[config.mk]
export PLATFORM = sky130hd
export DESIGN_NAME = out_port_tx
export DESIGN_NICKNAME = d
export VERILOG_FILES = /design/src/rtl/cpu_pkg.sv /design/src/rtl/sync_fifo.sv /design/src/rtl/out_port_tx.sv
export SDC_FILE = /design/constraint.sdc
export NUM_CORES = 1
export LEC_CHECK = 0
export CORE_UTILIZATION = 66
export CTS_BUF_LIST = sky130_fd_sc_hd__clkbuf_2
export DETAILED_ROUTE_END_ITERATION = 16
export HOLD_SLACK_MARGIN = 0.15
export PLACE_DENSITY = 0.95
export SLEW_MARGIN = 0
export SYNTH_ARGS = -nofsm -noshare
export SYNTH_HDL_FRONTEND = slang
export SYNTH_SLANG_ARGS = --single-unit
[constraint.sdc]
create_clock -name clk -period 4.6 [get_ports clk]
set_input_delay 0.92 -clock clk [delete_from_list [all_inputs] [get_ports clk]]
set_output_delay 0.92 -clock clk [all_outputs]
set_load 0.1 [all_outputs]
[src/rtl/cpu_pkg.sv]
// Shared types for the CPU output-port slice.
// Holds the transmitter state encoding and the idle level of the serial line.
package cpu_pkg;

    typedef enum logic [1:0] {
        TX_IDLE,
        TX_START,
        TX_DATA,
        TX_STOP
    } tx_state_t;

    localparam logic TX_LINE_IDLE = 1'b1;

endpackage

[src/rtl/sync_fifo.sv]
// Small synchronous FIFO with a combinational head read.
// A pop on an empty FIFO with a simultaneous push passes wdata straight through.
module sync_fifo #(
    parameter int DATA_W     = 8,
    parameter int FIFO_DEPTH = 4
) (
    input  logic                          clk,
    input  logic                          rstn,
    input  logic                          push,
    input  logic                          pop,
    input  logic [DATA_W-1:0]             wdata,
    output logic [DATA_W-1:0]             rdata,
    output logic [$clog2(FIFO_DEPTH):0]   count,
    output logic                          full,
    output logic                          empty
);

    localparam int AW = $clog2(FIFO_DEPTH);
    localparam int CW = AW + 1;

    logic [DATA_W-1:0] r_mem [FIFO_DEPTH];
    logic [AW-1:0]     r_wptr;
    logic [AW-1:0]     r_rptr;
    logic [CW-1:0]     r_count;
    logic              w_wr;
    logic              w_rd;

    assign full  = (r_count == CW'(FIFO_DEPTH));
    assign empty = (r_count == '0);
    assign count = r_count;
    assign rdata = empty ? wdata : r_mem[r_rptr];

    // A pop frees a slot in the same cycle, so a full FIFO still accepts.
    assign w_wr = push && (!full || pop);
    assign w_rd = pop && (!empty || push);

    always_ff @(posedge clk) begin
        if (w_wr)
            r_mem[r_wptr] <= wdata;
    end

    always_ff @(posedge clk or negedge rstn) begin
        if (!rstn) begin
            r_wptr  <= '0;
            r_rptr  <= '0;
            r_count <= '0;
        end else begin
            if (w_wr)
                r_wptr <= r_wptr + 1'b1;
            if (w_rd)
                r_rptr <= r_rptr + 1'b1;
            if (w_wr && !w_rd)
                r_count <= r_count + 1'b1;
            else if (w_rd && !w_wr)
                r_count <= r_count - 1'b1;
        end
    end

endmodule

[src/rtl/out_port_tx.sv]
// 8N1 serial transmitter fed by CPU OUT-register writes.
// Writes are buffered in a FIFO; overflow is sticky and never stalls the CPU.
module out_port_tx
    import cpu_pkg::*;
#(
    parameter int DATA_W       = 8,
    parameter int CLKS_PER_BIT = 4,
    parameter int FIFO_DEPTH   = 4
) (
    input  logic                          clk,
    input  logic                          rstn,
    input  logic                          write_o,
    input  logic [DATA_W-1:0]             C_in,
    input  logic                          ovf_clr,
    output logic                          tx_serial,
    output logic                          tx_busy,
    output logic                          fifo_full,
    output logic [$clog2(FIFO_DEPTH):0]   fifo_count,
    output logic                          overflow
);

    localparam int BW = (CLKS_PER_BIT > 1) ? $clog2(CLKS_PER_BIT) : 1;
    localparam int IW = (DATA_W > 1) ? $clog2(DATA_W) : 1;

    tx_state_t         r_state;
    logic [BW-1:0]     r_bcnt;
    logic [IW-1:0]     r_bidx;
    logic [DATA_W-1:0] r_shreg;
    logic              r_tx;
    logic              r_busy;
    logic              r_ovf;

    logic [DATA_W-1:0] w_rdata;
    logic              w_empty;
    logic              w_bit_end;
    logic              w_pop;

    assign w_bit_end = (r_bcnt == BW'(CLKS_PER_BIT - 1));

    // At the end of STOP a same-cycle write is taken through the FIFO bypass.
    assign w_pop = ((r_state == TX_IDLE) && !w_empty) ||
                   ((r_state == TX_STOP) && w_bit_end && (!w_empty || write_o));

    sync_fifo #(
        .DATA_W     (DATA_W),
        .FIFO_DEPTH (FIFO_DEPTH)
    ) u_fifo (
        .clk   (clk),
        .rstn  (rstn),
        .push  (write_o),
        .pop   (w_pop),
        .wdata (C_in),
        .rdata (w_rdata),
        .count (fifo_count),
        .full  (fifo_full),
        .empty (w_empty)
    );

    always_ff @(posedge clk or negedge rstn) begin
        if (!rstn) begin
            r_state <= TX_IDLE;
            r_bcnt  <= '0;
            r_bidx  <= '0;
            r_shreg <= '0;
            r_tx    <= TX_LINE_IDLE;
            r_busy  <= 1'b0;
        end else begin
            unique case (r_state)
                TX_IDLE: begin
                    if (w_pop) begin
                        r_shreg <= w_rdata;
                        r_bcnt  <= '0;
                        r_tx    <= 1'b0;
                        r_busy  <= 1'b1;
                        r_state <= TX_START;
                    end
                end
                TX_START: begin
                    if (w_bit_end) begin
                        r_bcnt  <= '0;
                        r_bidx  <= '0;
                        r_tx    <= r_shreg[0];
                        r_state <= TX_DATA;
                    end else begin
                        r_bcnt <= r_bcnt + 1'b1;
                    end
                end
                TX_DATA: begin
                    if (w_bit_end) begin
                        r_bcnt <= '0;
                        if (r_bidx == IW'(DATA_W - 1)) begin
                            r_tx    <= TX_LINE_IDLE;
                            r_state <= TX_STOP;
                        end else begin
                            r_shreg <= r_shreg >> 1;
                            r_tx    <= r_shreg[1];
                            r_bidx  <= r_bidx + 1'b1;
                        end
                    end else begin
                        r_bcnt <= r_bcnt + 1'b1;
                    end
                end
                TX_STOP: begin
                    if (w_bit_end) begin
                        r_bcnt <= '0;
                        if (w_pop) begin
                            r_shreg <= w_rdata;
                            r_tx    <= 1'b0;
                            r_state <= TX_START;
                        end else begin
                            r_tx    <= TX_LINE_IDLE;
                            r_busy  <= 1'b0;
                            r_state <= TX_IDLE;
                        end
                    end else begin
                        r_bcnt <= r_bcnt + 1'b1;
                    end
                end
                default: r_state <= TX_IDLE;
            endcase
        end
    end

    // Set wins over clear.
    always_ff @(posedge clk or negedge rstn) begin
        if (!rstn)
            r_ovf <= 1'b0;
        else if (write_o && fifo_full && !w_pop)
            r_ovf <= 1'b1;
        else if (ovf_clr)
            r_ovf <= 1'b0;
    end

    assign tx_serial = r_tx;
    assign tx_busy   = r_busy;
    assign overflow  = r_ovf;

endmodule

==> summary.txt <==
Yosys
  • Area share of the largest cell type after synthesis: 0.329
  • Syn Inst Count: 226
  • Post-synthesis sequential area ratio: 0.544
  • Yosys reg bits: 57
  • Top FF cell, synth: edfxtp_1
  • Post-synth cell types: 43
  • Synthesized area: 2920 µm²
  • Syn Area/Cell: 12.9 µm²
  • FFs w/ async S/R, synth: 0.439
  • Synth warnings: 0
  • Net count after synthesis: 253
  • Synth area leaders: edfxtp_1 33%, dfrtp_1 21%, mux4_2 6.2%
  • Yosys top cell by area: edfxtp_1
  • EDFF count, synth: 32

STA
  • Final Cycle Share: 0.735
  • Crit path setup slack, layout: 1.22 ns
  • Post-route setup TNS: 0 ns
  • Clk_skew: 0.0272 ns
  • RSZ-0062 raised after global routing: no
  • Max-slew headroom: 0.229
  • Final hold vios: 0
  • Final Hold Slack: 0.490 ns
  • Final Max Slew Viols: 0
  • Minimum clock period: 3.38 ns
  • Final setup violating endpoints: 0
  • Max frequency: 296 MHz
  • Worst Tran Pin Value: 1.16 ns

Power
  • Power Density: 778 nW/µm²
  • Peak VDD IR: 0.000604 V
  • Static Leak: 1.29 nW

GRT
  • Congestion Overflow GR: 0
  • Largest net degree at the start of global routing: 34
  • Initial antenna violation count: 0
  • Vias in the first global route: 1897
  • GRT Util Overall: 0.282
  • First-pass GRT wire length: 9.07 mm

Worst setup path
  • Critical path endpoint category: output pin
  • R2r setup slk: 1.63 ns
  • CP Class: reg -> out
  • Critical Path RT: 3.68 ns
  • CP max FO: 6
  • CP startpoint kind: flop
  • WP data arrival: 2.46 ns
  • FF-to-FF path depth: 6
  • Worst r2r src: r_state[0]$_DFFE_PN0P_
  • Worst Setup SP: u_fifo.count[1]$_DFFE_PN0P_

Detailed routing
  • Residual DRC count: 0
  • Avg WL per Cell: 19.3 µm
  • WL final: 5.74 mm
  • Via count: 1928
  • Vias per cell: 6.49
  • Drt pass-1 iters: 4
  • DRT iter0 DRCs: 252
  • Post-DRT Antenna Nets: 0

Hold path
  • Hold Crit Start: tx_serial$_DFFE_PN1P_
  • Min-delay worst type: reg -> reg
  • Hold Crit Depth: 2

Outcome
  • Status: finished, final reports clean

Clocking
  • Hold-fix buffers at CTS: 0
  • Post-CTS Resized: 0
  • Postcts setup bufs: 0
  • Clock transition at path regs: 0.15 ns
  • # clock sinks: 57
  • Total CTS buffers: 9
  • Worst-case clock buffer depth: 2
  • Clk_lat worst skew: 0.50 ns
  • TritonCTS clock tree: done
  • CTS H-tree depth: 3
  • Root Driver: clkbuf_2

Layout
  • Multi-input gate area: 1220 µm²
  • Final #Nets: 270
  • Synth-to-Final Area Change: 11.6%
  • Layout cells sized above 1: 0.142
  • N_diodes: 0
  • Seq. cell area: 1590 µm²
  • Final Util: 0.791
  • Layout fillers: 251
  • Final Cell Area: 3260 µm²

Die
  • Core area: 4120 µm²
  • Site Rows: 23
  • Full die area: 4690 µm²
  • Die Ht: 68.5 µm
  • Initial Util: 0.709
  • I/O Pins: 19
  • Die W: 68.5 µm

Place
  • Place WS: 1.41 ns
  • Post-DP HPWL: 3.75 mm
  • Routability cong.: 0.846
  • Area post-placement: 3110 µm²
  • Port Buffers: 18

Run
  • Max cap viols: 0
power by group:
group | switching, mW | internal, mW | leakage, nW
combinational | 0.744 | 0.492 | 0.621
clock | 0.181 | 0.235 | 0.0897
sequential | 0.158 | 0.723 | 0.581
total | 1.08 | 1.45 | 1.29
cells by family after synthesis:
logic type      count (synthesis)  share of synthesized area
xor+xnor                        6                     0.0180
buf+inv                        24                     0.0382
simple gates                   49                     0.0905
flops                          57                      0.544
compound gates                 63                      0.165
mux                            12                     0.0772
fa+ha+maj                      15                     0.0669
final timing paths:
| path | end |
|---|---|
| worst max-delay path | fifo_full |
| worst min-delay path | tx_serial$_DFFE_PN1P_ |
| worst max register to register | r_shreg[5]$_DFFE_PN0P_ |
| worst min register to register | tx_serial$_DFFE_PN1P_ |
| max in group asynchronous | tx_serial$_DFFE_PN1P_ |
| min in group asynchronous | r_shreg[7]$_DFFE_PN0P_ |
area by class of cell:
class                      instances  share of cell area
clock buffer                      11              0.0169
clock inverter                     4              0.0288
inverter                          10              0.0115
multi-input combinational        145               0.376
sequential                        57               0.488
tap                               50              0.0192
timing repair buffer              20              0.0600
cell usage after synthesis, types with 7 or more instances:
cell type   n
edfxtp_1   32
dfrtp_1    24
nand2_1    22
ha_1       14
a211oi_1   13
a21oi_1    12
inv_1      10
clkbuf_1    8
mux4_2      8
nand3b_1    8
o31ai_1     8
o211a_1     7
worst max-delay path, stage by stage (launching register included):
cell and delay [ns]:
dfrtp_1 0.50, nor3b_2 0.29, clkdlybuf4s50_1 1.18
per-stage QoR:
step | power (mW) | cells
final | 2.53 | 297
after global routing | 2.68 | 297
after CTS | 2.53 | 297
after detailed placement | 2.11 | 282
after global placement | 2.06 | 282
after floorplan | 1.85 | 226
flip-flops by register name (all words and copies together) (netlist names):
name and flops:
u_fifo.r_rptr 2, r_bidx 3, u_fifo.count 3, tx_busy 1
u_fifo.r_mem 32, u_fifo.r_wptr 2, tx_serial 1, r_shreg 8
overflow 1, r_bcnt 2, r_state 2
cells in the final DEF (no fill, tap or decap), types with 3 or more instances in the layout:
master,synthesis,layout
nand3_1,3,3
xnor2_1,4,4
ha_1,14,14
o21ai_1,3,3
o31ai_1,8,8
inv_1,10,10
dfrtp_1,24,24
bufinv_16,0,3
a21oi_1,12,12
nand3b_1,8,8
edfxtp_1,32,32
a22o_1,3,3
a211oi_1,13,13
o211a_1,7,7
mux4_2,8,8
o21ai_0,5,5
and3_1,5,5
clkbuf_2,0,11
clkdlybuf4s50_1,0,18
nand2_1,22,22
routing by layer:
layer | vias to the layer above | track usage | part of all wire
met2 | 62 | 0.435 | 0.49
met5 | - | 0 | 0
li1 | 898 | - | -
met3 | 13 | 0.0757 | 0.055
met1 | 955 | 0.367 | 0.44
met4 | 0 | 0.148 | 0.020
Note: power is estimated with default switching activity, not from simulation.
